<file path="src/rtl/dac_i2s_tx.sv">
// I2S serialiser for the audio DAC: buffers {L,R} sample pairs in a small FIFO and shifts them out on bclk/lrck/sdata.
// Latency: a pushed pair leaves at the next frame boundary (one frame = 64*BCLK_DIV clk). All outputs are registered.
// Backpressure: smp_ready is low while the FIFO is full. Optional macro DAC_I2S_TX_HOLD_EN repeats the last frame on underrun.
module dac_i2s_tx #(
  parameter int BCLK_DIV = 2,
  parameter int FIFO_AW  = 2
) (
  input  logic               clk,
  input  logic               reset,
  input  logic [15:0]        smp_l,
  input  logic [15:0]        smp_r,
  input  logic               smp_valid,
  output logic               smp_ready,
  output logic               bclk,
  output logic               lrck,
  output logic               sdata,
  output logic               underrun,
  output logic [FIFO_AW:0]   fifo_level
);

  localparam int               DEPTH    = 1 << FIFO_AW;
  localparam logic [FIFO_AW:0] FULL_LVL = (FIFO_AW + 1)'(DEPTH);
  localparam logic [FIFO_AW:0] LVL_ONE  = (FIFO_AW + 1)'(1);
  localparam logic [FIFO_AW-1:0] PTR_ONE = FIFO_AW'(1);
  localparam logic [7:0]       CNT_MAX  = 8'(BCLK_DIV - 1);

  logic [7:0]         cnt_q, cnt_d;
  logic               bclk_q, bclk_d;
  logic               lrck_q, lrck_d;
  logic               sdata_q, sdata_d;
  logic               underrun_q, underrun_d;
  logic [4:0]         slot_q, slot_d;
  logic [31:0]        shreg_q, shreg_d;
  logic [FIFO_AW-1:0] wr_ptr_q, wr_ptr_d;
  logic [FIFO_AW-1:0] rd_ptr_q, rd_ptr_d;
  logic [FIFO_AW:0]   level_q, level_d;
  logic               ready_q, ready_d;
  logic [31:0]        mem_q [DEPTH];
  logic [31:0]        mem_d [DEPTH];
`ifdef DAC_I2S_TX_HOLD_EN
  logic [31:0]        last_q, last_d;
`endif

  logic        tick, fall, load, empty, push, pop;
  logic [31:0] fill;

  // Frame filler used when the FIFO is empty at a frame boundary.
`ifdef DAC_I2S_TX_HOLD_EN
  assign fill = last_q;
`else
  assign fill = 32'h0;
`endif

  // Bit-clock divider, slot counter and shift register; loads a frame when slot wraps 31->0.
  always_comb begin
    tick       = (cnt_q == CNT_MAX);
    fall       = tick && bclk_q;
    empty      = (level_q == '0);
    load       = fall && (slot_q == 5'd31);
    pop        = load && !empty;
    push       = smp_valid && ready_q;
    cnt_d      = tick ? 8'd0 : cnt_q + 8'd1;
    bclk_d     = tick ? ~bclk_q : bclk_q;
    slot_d     = slot_q;
    shreg_d    = shreg_q;
    sdata_d    = sdata_q;
    lrck_d     = lrck_q;
    underrun_d = load && empty;
    if (fall) begin
      slot_d = slot_q + 5'd1;
      if (load) begin
        shreg_d = empty ? fill : mem_q[rd_ptr_q];
      end else begin
        shreg_d = {shreg_q[30:0], 1'b0};
      end
      sdata_d = shreg_d[31];
      // lrck leads the MSB of each word by one bclk.
      lrck_d  = (slot_d >= 5'd15) && (slot_d <= 5'd30);
    end
  end

  // FIFO pointers, occupancy and storage; push/pop in the same clk leave the level unchanged.
  always_comb begin
    wr_ptr_d = wr_ptr_q;
    rd_ptr_d = rd_ptr_q;
    level_d  = level_q;
    mem_d    = mem_q;
    if (push) begin
      mem_d[wr_ptr_q] = {smp_l, smp_r};
      wr_ptr_d        = wr_ptr_q + PTR_ONE;
    end
    if (pop) begin
      rd_ptr_d = rd_ptr_q + PTR_ONE;
    end
    case ({push, pop})
      2'b10:   level_d = level_q + LVL_ONE;
      2'b01:   level_d = level_q - LVL_ONE;
      default: level_d = level_q;
    endcase
    ready_d = (level_d != FULL_LVL);
  end

`ifdef DAC_I2S_TX_HOLD_EN
  // Remember the most recently popped frame for repeat-on-underrun.
  always_comb begin
    last_d = last_q;
    if (pop) last_d = mem_q[rd_ptr_q];
  end
`endif

  // Control and output registers with synchronous reset.
  always_ff @(posedge clk) begin
    if (reset) begin
      cnt_q      <= 8'd0;
      bclk_q     <= 1'b0;
      lrck_q     <= 1'b0;
      sdata_q    <= 1'b0;
      underrun_q <= 1'b0;
      slot_q     <= 5'd31;
      shreg_q    <= 32'h0;
      wr_ptr_q   <= '0;
      rd_ptr_q   <= '0;
      level_q    <= '0;
      ready_q    <= 1'b1;
`ifdef DAC_I2S_TX_HOLD_EN
      last_q     <= 32'h0;
`endif
    end else begin
      cnt_q      <= cnt_d;
      bclk_q     <= bclk_d;
      lrck_q     <= lrck_d;
      sdata_q    <= sdata_d;
      underrun_q <= underrun_d;
      slot_q     <= slot_d;
      shreg_q    <= shreg_d;
      wr_ptr_q   <= wr_ptr_d;
      rd_ptr_q   <= rd_ptr_d;
      level_q    <= level_d;
      ready_q    <= ready_d;
`ifdef DAC_I2S_TX_HOLD_EN
      last_q     <= last_d;
`endif
    end
  end

  // FIFO storage needs no reset; pointers define which entries are valid.
  always_ff @(posedge clk) begin
    mem_q <= mem_d;
  end

  assign smp_ready  = ready_q;
  assign bclk       = bclk_q;
  assign lrck       = lrck_q;
  assign sdata      = sdata_q;
  assign underrun   = underrun_q;
  assign fifo_level = level_q;

endmodule

</file>
<file path="config.mk">
export PLATFORM = sky130hd
export DESIGN_NAME = dac_i2s_tx
export DESIGN_NICKNAME = d
export VERILOG_FILES = /design/src/rtl/dac_i2s_tx.sv
export SDC_FILE = /design/constraint.sdc
export NUM_CORES = 1
export LEC_CHECK = 0
export BUFFER_PORTS_ARGS = -buffer_cell sky130_fd_sc_hd__buf_2
export CAP_MARGIN = 20
export CORE_ASPECT_RATIO = 1.2
export CORE_MARGIN = 2
export CORE_UTILIZATION = 45
export CTS_CLUSTER_DIAMETER = 30
export CTS_CLUSTER_SIZE = 24
export DETAILED_ROUTE_END_ITERATION = 10
export PLACE_DENSITY = 0.75
export SYNTH_ARGS = -nofsm -noshare
export SYNTH_HDL_FRONTEND = slang
export SYNTH_SLANG_ARGS = --single-unit
</file>
<file path="constraint.sdc">
create_clock -name clk -period 3.2 [get_ports clk]
set_input_delay 0.32 -clock clk [delete_from_list [all_inputs] [get_ports clk]]
set_output_delay 0.32 -clock clk [all_outputs]
set_load 0.02 [all_outputs]
</file>
* After elaboration in Yosys (flattened, before gate mapping)
Index checks and enable logic that the tools add are counted.
Storage, ports and cells: bits of input ports 35, flip-flop bits (word level) 184, output and inout port bits 8
Cells by class: order comparisons 5, reduce and logical (&&, ||, !) cells 10, bitwise operators 3, multiplexer cells 9, equality and inequality tests 5, $add $sub $neg 6
Operator list (count):
- two-way mux 32 bit | 5
- bitwise mux 128 bit | 1
- binary-select mux 32 bit (select 2 bit) | 1
- demux 32 bit (select 2 bit) | 1
- adder 8 x 1 -> 8 bit, second input constant | 1
- equality test 8 x 1 -> 1 bit, second input constant | 1
- logical AND 1 bit | 7
- >= comparator 3 bit, second input constant | 2
- inverter 2 -> 3 bit | 2
- case mux 3 bit (2 select lines) | 1
- adder 5 x 1 -> 5 bit, second input constant | 1
- equality test 5 bit, second input constant | 1
- >= comparator 5 x 4 -> 1 bit, second input constant | 1
- <= comparator 5 bit, second input constant | 1
- adder 2 x 1 -> 2 bit, second input constant | 2
- adder 3 x 1 -> 3 bit, second input constant | 1
- logical NOT 3 bit | 1
- less-than comparator 3 x 1 -> 1 bit, second input constant | 1
- != test 3 bit, second input constant | 1
- subtractor 3 x 1 -> 3 bit, second input constant | 1
- equality test 2 x 1 -> 1 bit, second input constant | 1
- equality test 2 bit, second input constant | 1
- OR reduction 2 bit | 1
- logical NOT 1 bit | 1
- inverter 1 bit | 1

* Logic depth before layout (Yosys ltp)
Gate-level depths: netlist of run 1.
depth in word-level cells 7, depth in mapped cells 13, depth with buffers taken out 12

* Worst setup path before layout of run 1
No wires, ideal clock.
path kind register -> register, start point register slot_q[0], end point register ready_q, in the netlist smp_ready, cell stages (with the launch flop) 14, data required time 3.081 ns, slack 0.154 ns, arrival 2.927 ns, cells stage by stage dfxtp_1 > ha_1 > and3_1 > ha_1 > o311ai_4 > nor3_4 > buf_6 > ha_1 > inv_1 > fa_1 > xor2_1 > or3_1 > a21oi_1 > nand2_1
On the way: longest elaborated chain between the ends 6
RTL lines:
- from (decl) | RTL line 32 | logic [4:0] slot_q, slot_d;
- from (signal assigned) | RTL line 134 | slot_q <= slot_d;
- equality test 5 bit (*) | RTL line 59 | load = fall && (slot_q == 5'd31);
- logical AND 1 bit (*) | RTL line 59
- logical AND 1 bit (*) | RTL line 60 | pop = load && !empty;
- named net pop | RTL line 44 | logic tick, fall, load, empty, push, pop;
- equality test 2 x 1 -> 1 bit / equality test 2 bit (equally long branches) | RTL line 95 | case ({push, pop})
- case mux 3 bit (2 select lines) (*) | RTL line 95
- != test 3 bit (*) | RTL line 100 | ready_d = (level_d != FULL_LVL);
- to (signal assigned) | RTL line 139 | ready_q <= ready_d;
- to (decl) | RTL line 37 | logic ready_q, ready_d;
The timed path passes the listed nets; every way through them passes the cells marked *. A chain may end at the register's enable or synchronous reset.

* Worst setup path in the final report of run 1
start point register slot_q[0], end point register ready_q, in the netlist smp_ready
On the way: longest elaborated chain between the ends 6
RTL lines (RTL line):
- equality test 5 bit (*) | 59
- logical AND 1 bit (*) | 59
- logical AND 1 bit (*) | 60
- equality test 2 x 1 -> 1 bit / equality test 2 bit (equally long branches) | 95
- case mux 3 bit (2 select lines) (*) | 95
- != test 3 bit (*) | 100
Every way passes the cells marked *; elsewhere a longest branch is shown, timed or not.

==> results of run 1 <==
how the worst max path moves through the flow:
| stage | start | end | slack (ns) | cells past startpoint |
|---|---|---|---|---|
| floorplan | slot_q[0]$_SDFFE_PP1P_ | smp_ready$_SDFF_PP1_ | 0.15 | 13 |
| global placement | slot_q[0]$_SDFFE_PP1P_ | smp_ready$_SDFF_PP1_ | 0.44 | 12 |
| detailed placement | slot_q[0]$_SDFFE_PP1P_ | smp_ready$_SDFF_PP1_ | 0.26 | 12 |
| CTS | slot_q[0]$_SDFFE_PP1P_ | smp_ready$_SDFF_PP1_ | 0.24 | 12 |
| global route | slot_q[0]$_SDFFE_PP1P_ | smp_ready$_SDFF_PP1_ | 0.03 | 12 |
| finish | slot_q[0]$_SDFFE_PP1P_ | smp_ready$_SDFF_PP1_ | 0.23 | 12 |
per-layer routing:
layer | share of wire | vias up | global-route usage
met5 | 0 | - | 0
met4 | 0.018 | 0 | 0.06954
met3 | 0.033 | 20 | 0.03723
met2 | 0.52 | 80 | 0.2769
met1 | 0.43 | 2046 | 0.2011
li1 | - | 1913 | -
critical path: cells and delay by family, from the launching register on:
| kind | cells | cell delay (ns) |
|---|---|---|
| AO/OA/AOI/OAI | 2 | 0.32 |
| flip-flops | 1 | 0.48 |
| AND/OR/NAND/NOR | 4 | 0.75 |
| buffers and inverters | 1 | 0.06 |
| adder cells (fa/ha/maj) | 4 | 1.11 |
| XOR/XNOR | 1 | 0.16 |
cell usage in the layout (no fill, tap or decap), types with 7 or more instances in the layout:
| master | n |
|---|---|
| nand3_1 | 8 |
| buf_4 | 10 |
| nor2_1 | 51 |
| a211oi_2 | 26 |
| edfxtp_1 | 128 |
| inv_1 | 11 |
| mux4_2 | 32 |
| and3_1 | 7 |
| buf_2 | 42 |
| ha_1 | 11 |
| nor2b_1 | 30 |
| dfxtp_1 | 55 |
| a21oi_2 | 26 |
| xor2_1 | 10 |
| clkbuf_16 | 17 |
| nand2_1 | 8 |
| a21oi_1 | 8 |
cell families (layout without fill, tap and decap cells):
| group | count (synthesis) | count (layout) | share of synthesized area |
|---|---|---|---|
| buf+inv | 37 | 96 | 0.02288 |
| simple gates | 126 | 126 | 0.08871 |
| flops | 184 | 184 | 0.6579 |
| mux | 32 | 32 | 0.09551 |
| xor+xnor | 15 | 15 | 0.01741 |
| fa+ha+maj | 12 | 12 | 0.02089 |
| compound gates | 75 | 75 | 0.09667 |
report_power, final:
part	switching [W]	internal, W
logic	0.000326	0.000202
registers	0.0000680	0.00268
clock network	0.000820	0.00138
total	0.00121	0.00426
state kept, by name (all words and copies together) (netlist names):
register,count
bclk,1
cnt_q,8
fifo_level,3
lrck,1
mem_q,128
rd_ptr_q,2
sdata,1
shreg_q,31
slot_q,5
smp_ready,1
underrun,1
wr_ptr_q,2
layout make-up:
| cell class | count | area, um2 |
|---|---|---|
| clock inverters | 10 | 176.4 |
| fillers | 1343 | 7727 |
| multi-input cells | 260 | 2410 |
| clock buffers | 22 | 444.2 |
| flip-flops and latches | 184 | 4966 |
| repair buffers | 53 | 305.3 |
| well taps | 212 | 265.3 |
| inverters | 11 | 41.29 |
stage by stage:
step	power (W)	instance area, um2
floorplan	0.003163	7546
global placement	0.003297	7988
detailed placement	0.003334	7988
CTS	0.005531	8608
global route	0.005691	8608
finish	0.005478	8608
==> qor.txt, run 1 <==
Worst VDD drop -> 0.0003105 V
Vias in the first global route -> 4321
Clock Tree Buf Depth -> 2
Ant diodes -> 0
Worst-Margin Slew -> 0.7266 ns
Clk_lat worst skew -> 0.43 ns
Pleak -> 2.796 nW
Status -> completed
HPWL Detailed -> 8068 um
Synth Cell Area -> 7546 um2
Syn_nets -> 528
GRT Total Usage -> 0.1641
GRT overflow -> 0
FF-to-FF setup slack -> 0.23 ns
Top FF cell, synth -> edfxtp_1
First-pass GRT wire length -> 22190 um
RSZ-0062 raised after global routing -> false
Crit path cell chain -> ha_1 -> and3_1 -> ha_1 -> o311ai_4 -> nor3_4 -> ha_1 -> inv_1 -> fa_1 -> xor2_1 -> or3_1 -> a21oi_1 -> nand2_1
Die ar. -> 17820 um2
WP data required -> 3.52 ns
Slowest stage delay, CP -> 0.48 ns
Worst-path fanout max -> 8
Startpoint types -> flip-flop
Reg-to-reg endpoint -> smp_ready$_SDFF_PP1_
Register area share after synthesis -> 0.6579
Layout net count -> 574
Worst hold start -> smp_r[12]
Initial DRC count -> 277
Wirelength per Cell -> 17.98 um
Share of the synthesized area in the top cell type -> 0.5094
Most frequent cells after synthesis -> edfxtp_1, dfxtp_1, nor2_1, mux4_2, nor2b_1
Final TNS setup -> 0 ns
Final period util -> 0.9288
Slowest-stage cell, CP -> dfxtp_1
Num Clock Sinks -> 184
Hold_buf cts -> 0
Setup Crit Path Kind -> flip-flop to flip-flop
CTS H-tree depth -> 4
Die X -> 122.2 um
#FFs+latches synth -> 184
Worst Hold Path EP -> mem_q[44]$_DFFE_PP_
Worst EP arrival -> 3.29 ns
Post-CTS setup buffers -> 0
Vias/cell -> 5.398
R2R Path Start -> slot_q[0]$_SDFFE_PP1P_
Pre-antenna DRT Iters -> 4
Synth Area per Inst -> 15.69 um2
Max cap viols -> 0
Pins Over Slew Limit -> 0
Initial antenna violation count -> 0
Min Hold Slack -> 0.1077 ns
CTS Root Cell -> clkbuf_16
Cells on worst reg2reg path -> 12
Port bufs -> 42
Cells after Synth -> 481
Worst-path clk slew -> 0.07 ns
CTS tree -> yes
Yosys warns -> 0
Fraction of registers with async set/reset -> 0
Num rows -> 51
Share of cells above drive strength 1 -> 0.3204
GP Congestion -> 0.7539
Largest net degree at the start of global routing -> 65
Placed Instances -> 720
Antenna-violating nets left -> 0
Final hold vios -> 0
Hold-critical path depth -> 1
Slew HR -> 0.5156
CTS Buf Count -> 17
CP endpoint kind -> flip-flop
Starting Density -> 0.4619
# IOs -> 43
Synth area leader -> edfxtp_1
DR vias -> 4059
Fin util -> 0.5270
Setup ws final -> 0.2278 ns
Minimum clock period -> 2.972 ns
PD cells -> 636.4 nW/um2
Post-cts sizing count -> 0
Cell with the most instances after synthesis -> edfxtp_1
Post-synthesis cell type count -> 44
Drt drc -> 0
Core region area -> 16340 um2
Fmax -> 336.5 MHz
DP Worst Slack -> 0.2580 ns
Syn-to-layout area delta -> 14.08%
Layout Cells excl Fill -> 752
Synth top area cells -> edfxtp_1, dfxtp_1, mux4_2, a211oi_2, a21oi_2
Setup violations, final -> 0
Clock Skew -> 0.008792 ns
Die Height -> 145.9 um
Final WL -> 13520 um
Post-synth EDFFs -> 128
CP dominant cell by count -> ha_1
Hold Path Class -> input port to flip-flop
(Power assumes the default switching activity.)
==> run 2: changes to the inputs <==
--- a/config.mk
+++ b/config.mk
@@ -7,13 +7,15 @@
 export LEC_CHECK = 0
 export BUFFER_PORTS_ARGS = -buffer_cell sky130_fd_sc_hd__buf_2
 export CAP_MARGIN = 20
+export CELL_PAD_IN_SITES_DETAIL_PLACEMENT = 0
+export CELL_PAD_IN_SITES_GLOBAL_PLACEMENT = 2
 export CORE_ASPECT_RATIO = 1.2
 export CORE_MARGIN = 2
-export CORE_UTILIZATION = 45
+export CORE_UTILIZATION = 40
 export CTS_CLUSTER_DIAMETER = 30
 export CTS_CLUSTER_SIZE = 24
 export DETAILED_ROUTE_END_ITERATION = 10
-export PLACE_DENSITY = 0.75
+export PLACE_DENSITY = 0.86
 export SYNTH_ARGS = -nofsm -noshare
 export SYNTH_HDL_FRONTEND = slang
 export SYNTH_SLANG_ARGS = --single-unit
==> run 2 against run 1 <==
- global-route usage fell by 1.9 points
- die area rose by 12%
- highest routed layer unchanged
- count of clock-buffer cells in the layout fell by 2
- worst setup slack improved by 0.056 ns
- utilization fell by 6.5 points
==> qor.txt, run 2 (synthesis gave the netlist of run 1 again) <==
GRT Total Usage -> 0.1453
Sequential Power Share -> 0.525
RSZ-0062 raised after global routing -> false
Status -> completed
Final period util -> 0.9112
Vias/cell -> 5.104
WL met3 -> 401 um
Share of cells above drive strength 1 -> 0.3272
Initial antenna violation count -> 0
Minimum clock period -> 2.916 ns
Internal power -> 0.003967 W
PD cells -> 608.2 nW/um2
Max cap viols -> 0
Highest-count cells in the layout ignoring fill and taps -> edfxtp_1, dfxtp_1, nor2_1, buf_2, mux4_2
Wirelength per Cell -> 16.87 um
Fmax -> 342.9 MHz
CTS tree -> yes
Setup violations, final -> 0
CTS Root Cell -> clkbuf_16
Die ar. -> 19980 um2
Footprint of the multi-input gates -> 2410 um2
Top layer in use -> met4
GP Congestion -> 0.7437
Fill cell count -> 1640
Pre-antenna DRT Iters -> 4
Biggest regs -> mem_q x128, shreg_q x31, cnt_q x8
Final TNS setup -> 0 ns
CTS Buf Count -> 17
Placed Area -> 8050 um2
Worst VDD drop -> 0.0004084 V
Num rows -> 55
Vias in the first global route -> 4221
Final instance area -> 8607 um2
Ant diodes -> 0
Max FFs per register -> 128
Starting Density -> 0.4046
Wl on met1 -> 5596 um
Largest net degree at the start of global routing -> 34
Port bufs -> 42
Post-cts sizing count -> 0
Drt drc -> 0
Worst EP arrival -> 3.24 ns
DR vias -> 4068
Final WL -> 13450 um
Setup Crit Path Kind -> flip-flop to flip-flop
Clk_lat worst skew -> 0.43 ns
Most flop-heavy register -> mem_q
Met2 wire length -> 7140 um
Commonest non-fill, non-tap cell in the layout -> edfxtp_1
Sequential Area -> 4966 um2
Switching power -> 0.001268 W
Worst-Margin Slew -> 0.7579 ns
Final hold vios -> 0
Layout Cells excl Fill -> 797
GRT overflow -> 0
CP endpoint kind -> flip-flop
Die X -> 129.4 um
Hold Path Class -> input port to flip-flop
Post-CTS setup buffers -> 0
# IOs -> 43
Pleak -> 2.761 nW
Clock Tree Buf Depth -> 2
Die Height -> 154.5 um
Clock Power Share -> 0.375
Antenna-violating nets left -> 0
Switch share -> 0.2422
Worst-path clk slew -> 0.07 ns
Core region area -> 18650 um2
Placed Instances -> 765
Fin util -> 0.4615
First-pass GRT wire length -> 22020 um
Num Clock Sinks -> 184
Layout net count -> 575
Slew HR -> 0.4948
WP data required -> 3.52 ns
Hold_buf cts -> 0
HPWL Detailed -> 8237 um
Comb pwr share -> 0.100
Syn-to-layout area delta -> 14.06%
CTS H-tree depth -> 4
Clock Skew -> 0.007247 ns
Pins Over Slew Limit -> 0
Worst-path fanout max -> 8
Startpoint types -> flip-flop
Initial DRC count -> 227
run 2: changes by cell type in the layout (fill, tap and decap cells not counted):
cell	delta
bufinv_16	-4
clkinv_4	+3
clkinvlp_4	+3
clkbuf_1	-2
clkinv_2	-2
inv_6	+2
buf_4	+1
clkinv_1	-1
inv_8	+1
run 2: path summary, 6_finish.rpt:
kind / startpoint / endpoint / slack (ns) / depth (start not counted)
worst max register to register: slot_q[0]$_SDFFE_PP1P_ / smp_ready$_SDFF_PP1_ / 0.28 / 12
worst min-delay path: smp_r[15] / mem_q[111]$_DFFE_PP_ / 0.10 / 1
worst min register to register: cnt_q[0]$_SDFF_PP0_ / cnt_q[0]$_SDFF_PP0_ / 0.50 / 1
worst max-delay path: slot_q[0]$_SDFFE_PP1P_ / smp_ready$_SDFF_PP1_ / 0.28 / 12
run 2: metal layers:
metal	track usage	vias to the layer above
met5	0	-
met4	0.06056	0
met3	0.03528	26
met2	0.2536	74
met1	0.1700	2054
li1	-	1914
run 2: power groups by stage:
stage	registers, W	logic (W)	clock network [W]
3_5_place_dp	0.00280	0.000530	0
4_1_cts	0.00275	0.000532	0.00202
6_report	0.00275	0.000521	0.00196
2_1_floorplan	0.00279	0.000371	0
5_1_grt	0.00276	0.000578	0.00209
3_3_place_gp	0.00279	0.000514	0
run 2: stage by stage:
stage / worst slack, ns / hold WS (ns) / power [W]
floorplan: 0.1543 / 0.4189 / 0.003163
global placement: 0.4069 / 0.4694 / 0.003306
detailed placement: 0.3024 / 0.4770 / 0.003332
CTS: 0.2879 / 0.08421 / 0.005298
global route: 0.08761 / 0.09496 / 0.005432
finish: 0.2841 / 0.1028 / 0.005234
run 2: final cells by class:
class	count	share of cell area
Clock buffer	20	0.05073
Clock inverter	12	0.01396
Multi-Input combinational cell	260	0.2800
Sequential cell	184	0.5770
Tap cell	256	0.03721
Timing Repair Buffer	54	0.03634
Inverter	11	0.004797
run 2: worst max-delay path: stages, from the launching register on:
cell,delay [ns]
dfxtp_1,0.48
ha_1,0.28
and3_1,0.18
ha_1,0.21
o311ai_4,0.14
nor3_4,0.17
ha_1,0.21
inv_1,0.06
fa_1,0.37
xor2_1,0.15
or3_1,0.32
a21oi_1,0.18
nand2_1,0.07
==> run 3: changes to the inputs <==
==> config.mk (replaced) <==
export PLATFORM = sky130hd
export DESIGN_NAME = dac_i2s_tx
export DESIGN_NICKNAME = d
export VERILOG_FILES = /design/src/rtl/dac_i2s_tx.sv
export SDC_FILE = /design/constraint.sdc
export NUM_CORES = 1
export LEC_CHECK = 0
export BUFFER_PORTS_ARGS = -buffer_cell sky130_fd_sc_hd__buf_4
export CAP_MARGIN = 20
export CELL_PAD_IN_SITES_DETAIL_PLACEMENT = 0
export CELL_PAD_IN_SITES_GLOBAL_PLACEMENT = 1
export CORE_ASPECT_RATIO = 1.2
export CORE_MARGIN = 2
export CORE_UTILIZATION = 45
export CTS_CLUSTER_DIAMETER = 30
export CTS_CLUSTER_SIZE = 24
export DETAILED_ROUTE_END_ITERATION = 10
export PLACE_DENSITY_LB_ADDON = 0.25
export SYNTH_ARGS = -nofsm -noshare
export SYNTH_HDL_FRONTEND = slang
export SYNTH_SLANG_ARGS = --single-unit
==> run 3 against run 2 <==
- sequential share of layout area decreased by 0.71 points
- clock skew decreased by 0.0018 ns
- combinational power increased by 3%
- global-route usage increased by 1.8 points
- utilization increased by 7.2 points
- worst setup slack got worse by 0.030 ns
- via count decreased by 1.9%
- register-to-register slack got worse by 0.03 ns
- sequential cell count unchanged
==> qor.txt, run 3 (synthesis gave the netlist of run 1 again) <==
DR vias -> 3990
Final TNS setup -> 0 ns
Worst EP arrival -> 3.25 ns
Initial antenna violation count -> 0
Pre-antenna DRT Iters -> 4
CP dominant cell by count -> ha_1
Comb pwr share -> 0.099
FF-to-FF setup slack -> 0.25 ns
# IOs -> 43
Setup ws final -> 0.2541 ns
Total power draw -> 0.005437 W
GRT overflow -> 0
Antenna-violating nets left -> 0
Final WL -> 13330 um
Switch share -> 0.2377
Highest-count cells in the layout ignoring fill and taps -> edfxtp_1, dfxtp_1, buf_4, nor2_1, mux4_2
Fmax -> 339.4 MHz
Share of cells above drive strength 1 -> 0.3327
Sequential Power Share -> 0.506
Slew HR -> 0.5155
Vias in the first global route -> 4249
First-pass GRT wire length -> 22170 um
Post-cts sizing count -> 0
Clock Power Share -> 0.396
Worst-Margin Slew -> 0.7268 ns
Biggest regs -> mem_q x128, shreg_q x31, cnt_q x8
Layout net count -> 575
RSZ-0062 raised after global routing -> false
Hold_buf cts -> 0
Final hold vios -> 0
Post-CTS setup buffers -> 0
Clk_lat worst skew -> 0.42 ns
CTS Buf Count -> 17
Setup violations, final -> 0
Max cap viols -> 0
CTS H-tree depth -> 4
Core region area -> 16340 um2
CP endpoint kind -> flip-flop
Syn-to-layout area delta -> 15.49%
Delay-heaviest family, CP -> adder cells
Num Clock Sinks -> 184
Die X -> 122.2 um
Crit path cell chain -> ha_1 -> and3_1 -> ha_1 -> o311ai_4 -> nor3_4 -> ha_1 -> inv_1 -> fa_1 -> xor2_1 -> or3_1 -> a21oi_1 -> nand2_1
PD cells -> 623.9 nW/um2
Most flop-heavy register -> mem_q
Internal power -> 0.004145 W
Num rows -> 51
Vias/cell -> 5.299
DP Worst Slack -> 0.2926 ns
Worst-path fanout max -> 8
Fill cell count -> 1415
Slowest stage delay, CP -> 0.49 ns
Die ar. -> 17820 um2
Placed Area -> 8100 um2
CTS Root Cell -> clkbuf_16
Worst VDD drop -> 0.0003350 V
Pins Over Slew Limit -> 0
Slowest-stage cell, CP -> dfxtp_1
HPWL Detailed -> 7902 um
Switching power -> 0.001292 W
WP data required -> 3.50 ns
Drt drc -> 0
GRT Total Usage -> 0.1636
Pleak -> 2.823 nW
Clock Skew -> 0.005489 ns
Starting Density -> 0.4619
Initial DRC count -> 212
Setup Crit Path Kind -> flip-flop to flip-flop
Status -> completed
CP bufs+invs -> 1
Worst-path clk slew -> 0.07 ns
Largest net degree at the start of global routing -> 50
Final instance area -> 8715 um2
Layout Cells excl Fill -> 753
Wirelength per Cell -> 17.70 um
Final period util -> 0.9206
GP Congestion -> 0.7041
Clock Tree Buf Depth -> 2
Minimum clock period -> 2.946 ns
Ant diodes -> 0
Placed Instances -> 721
Hold Path Class -> input port to flip-flop
CTS tree -> yes
Port bufs -> 42
Startpoint types -> flip-flop
Max FFs per register -> 128
Die Height -> 145.9 um
Commonest non-fill, non-tap cell in the layout -> edfxtp_1
[run 3: cell types whose count changed in the layout (fill, tap and decap cells not counted), sizes merged]
| cell | before | now |
|---|---|---|
| inv | 14 | 16 |
| bufinv | 1 | 3 |
| clkbuf | 20 | 17 |
| clkinv | 4 | 3 |
[run 3: final timing paths]
kind,startpoint,to,cells after the start
setup / recovery,slot_q[0]$_SDFFE_PP1P_,smp_ready$_SDFF_PP1_,12
hold / removal,smp_l[7],mem_q[23]$_DFFE_PP_,1
setup reg to reg,slot_q[0]$_SDFFE_PP1P_,smp_ready$_SDFF_PP1_,12
hold reg to reg,slot_q[4]$_SDFFE_PP1P_,slot_q[4]$_SDFFE_PP1P_,2
[run 3: cell type report]
cell class                      instances  area, um2  area share
Clock buffer                           17      425.4     0.04882
Clock inverter                         15      188.9     0.02168
Multi-Input combinational cell        260       2410      0.2765
Timing Repair Buffer                   54      417.9     0.04795
Tap cell                              212      265.3     0.03044
Inverter                               11      41.29    0.004738
Sequential cell                       184       4966      0.5698
[run 3: power by group through the flow]
| stage | Sequential, W | Combinational, W | Clock, W |
|---|---|---|---|
| finish | 0.00275 | 0.000536 | 0.00215 |
| global route | 0.00276 | 0.000597 | 0.00232 |
| CTS | 0.00275 | 0.000549 | 0.00222 |
| detailed placement | 0.00280 | 0.000547 | 0 |
| global placement | 0.00279 | 0.000530 | 0 |
| floorplan | 0.00279 | 0.000371 | 0 |
[run 3: through the flow]
step	hold slack, ns	utilization
final	0.09535	0.5335
after global routing	0.07107	0.5335
after CTS	0.06394	0.5335
after detailed placement	0.4711	0.4959
after global placement	0.4662	0.4959
after floorplan	0.4189	-
[run 3: per-layer routing]
| metal | global-route usage | routed length [um] | up-vias |
|---|---|---|---|
| met3 | 0.03918 | 385 | 6 |
| li1 | - | - | 1918 |
| met4 | 0.05632 | 82 | 0 |
| met1 | 0.1996 | 5695 | 2013 |
| met5 | 0 | 0 | - |
| met2 | 0.2817 | 7163 | 53 |
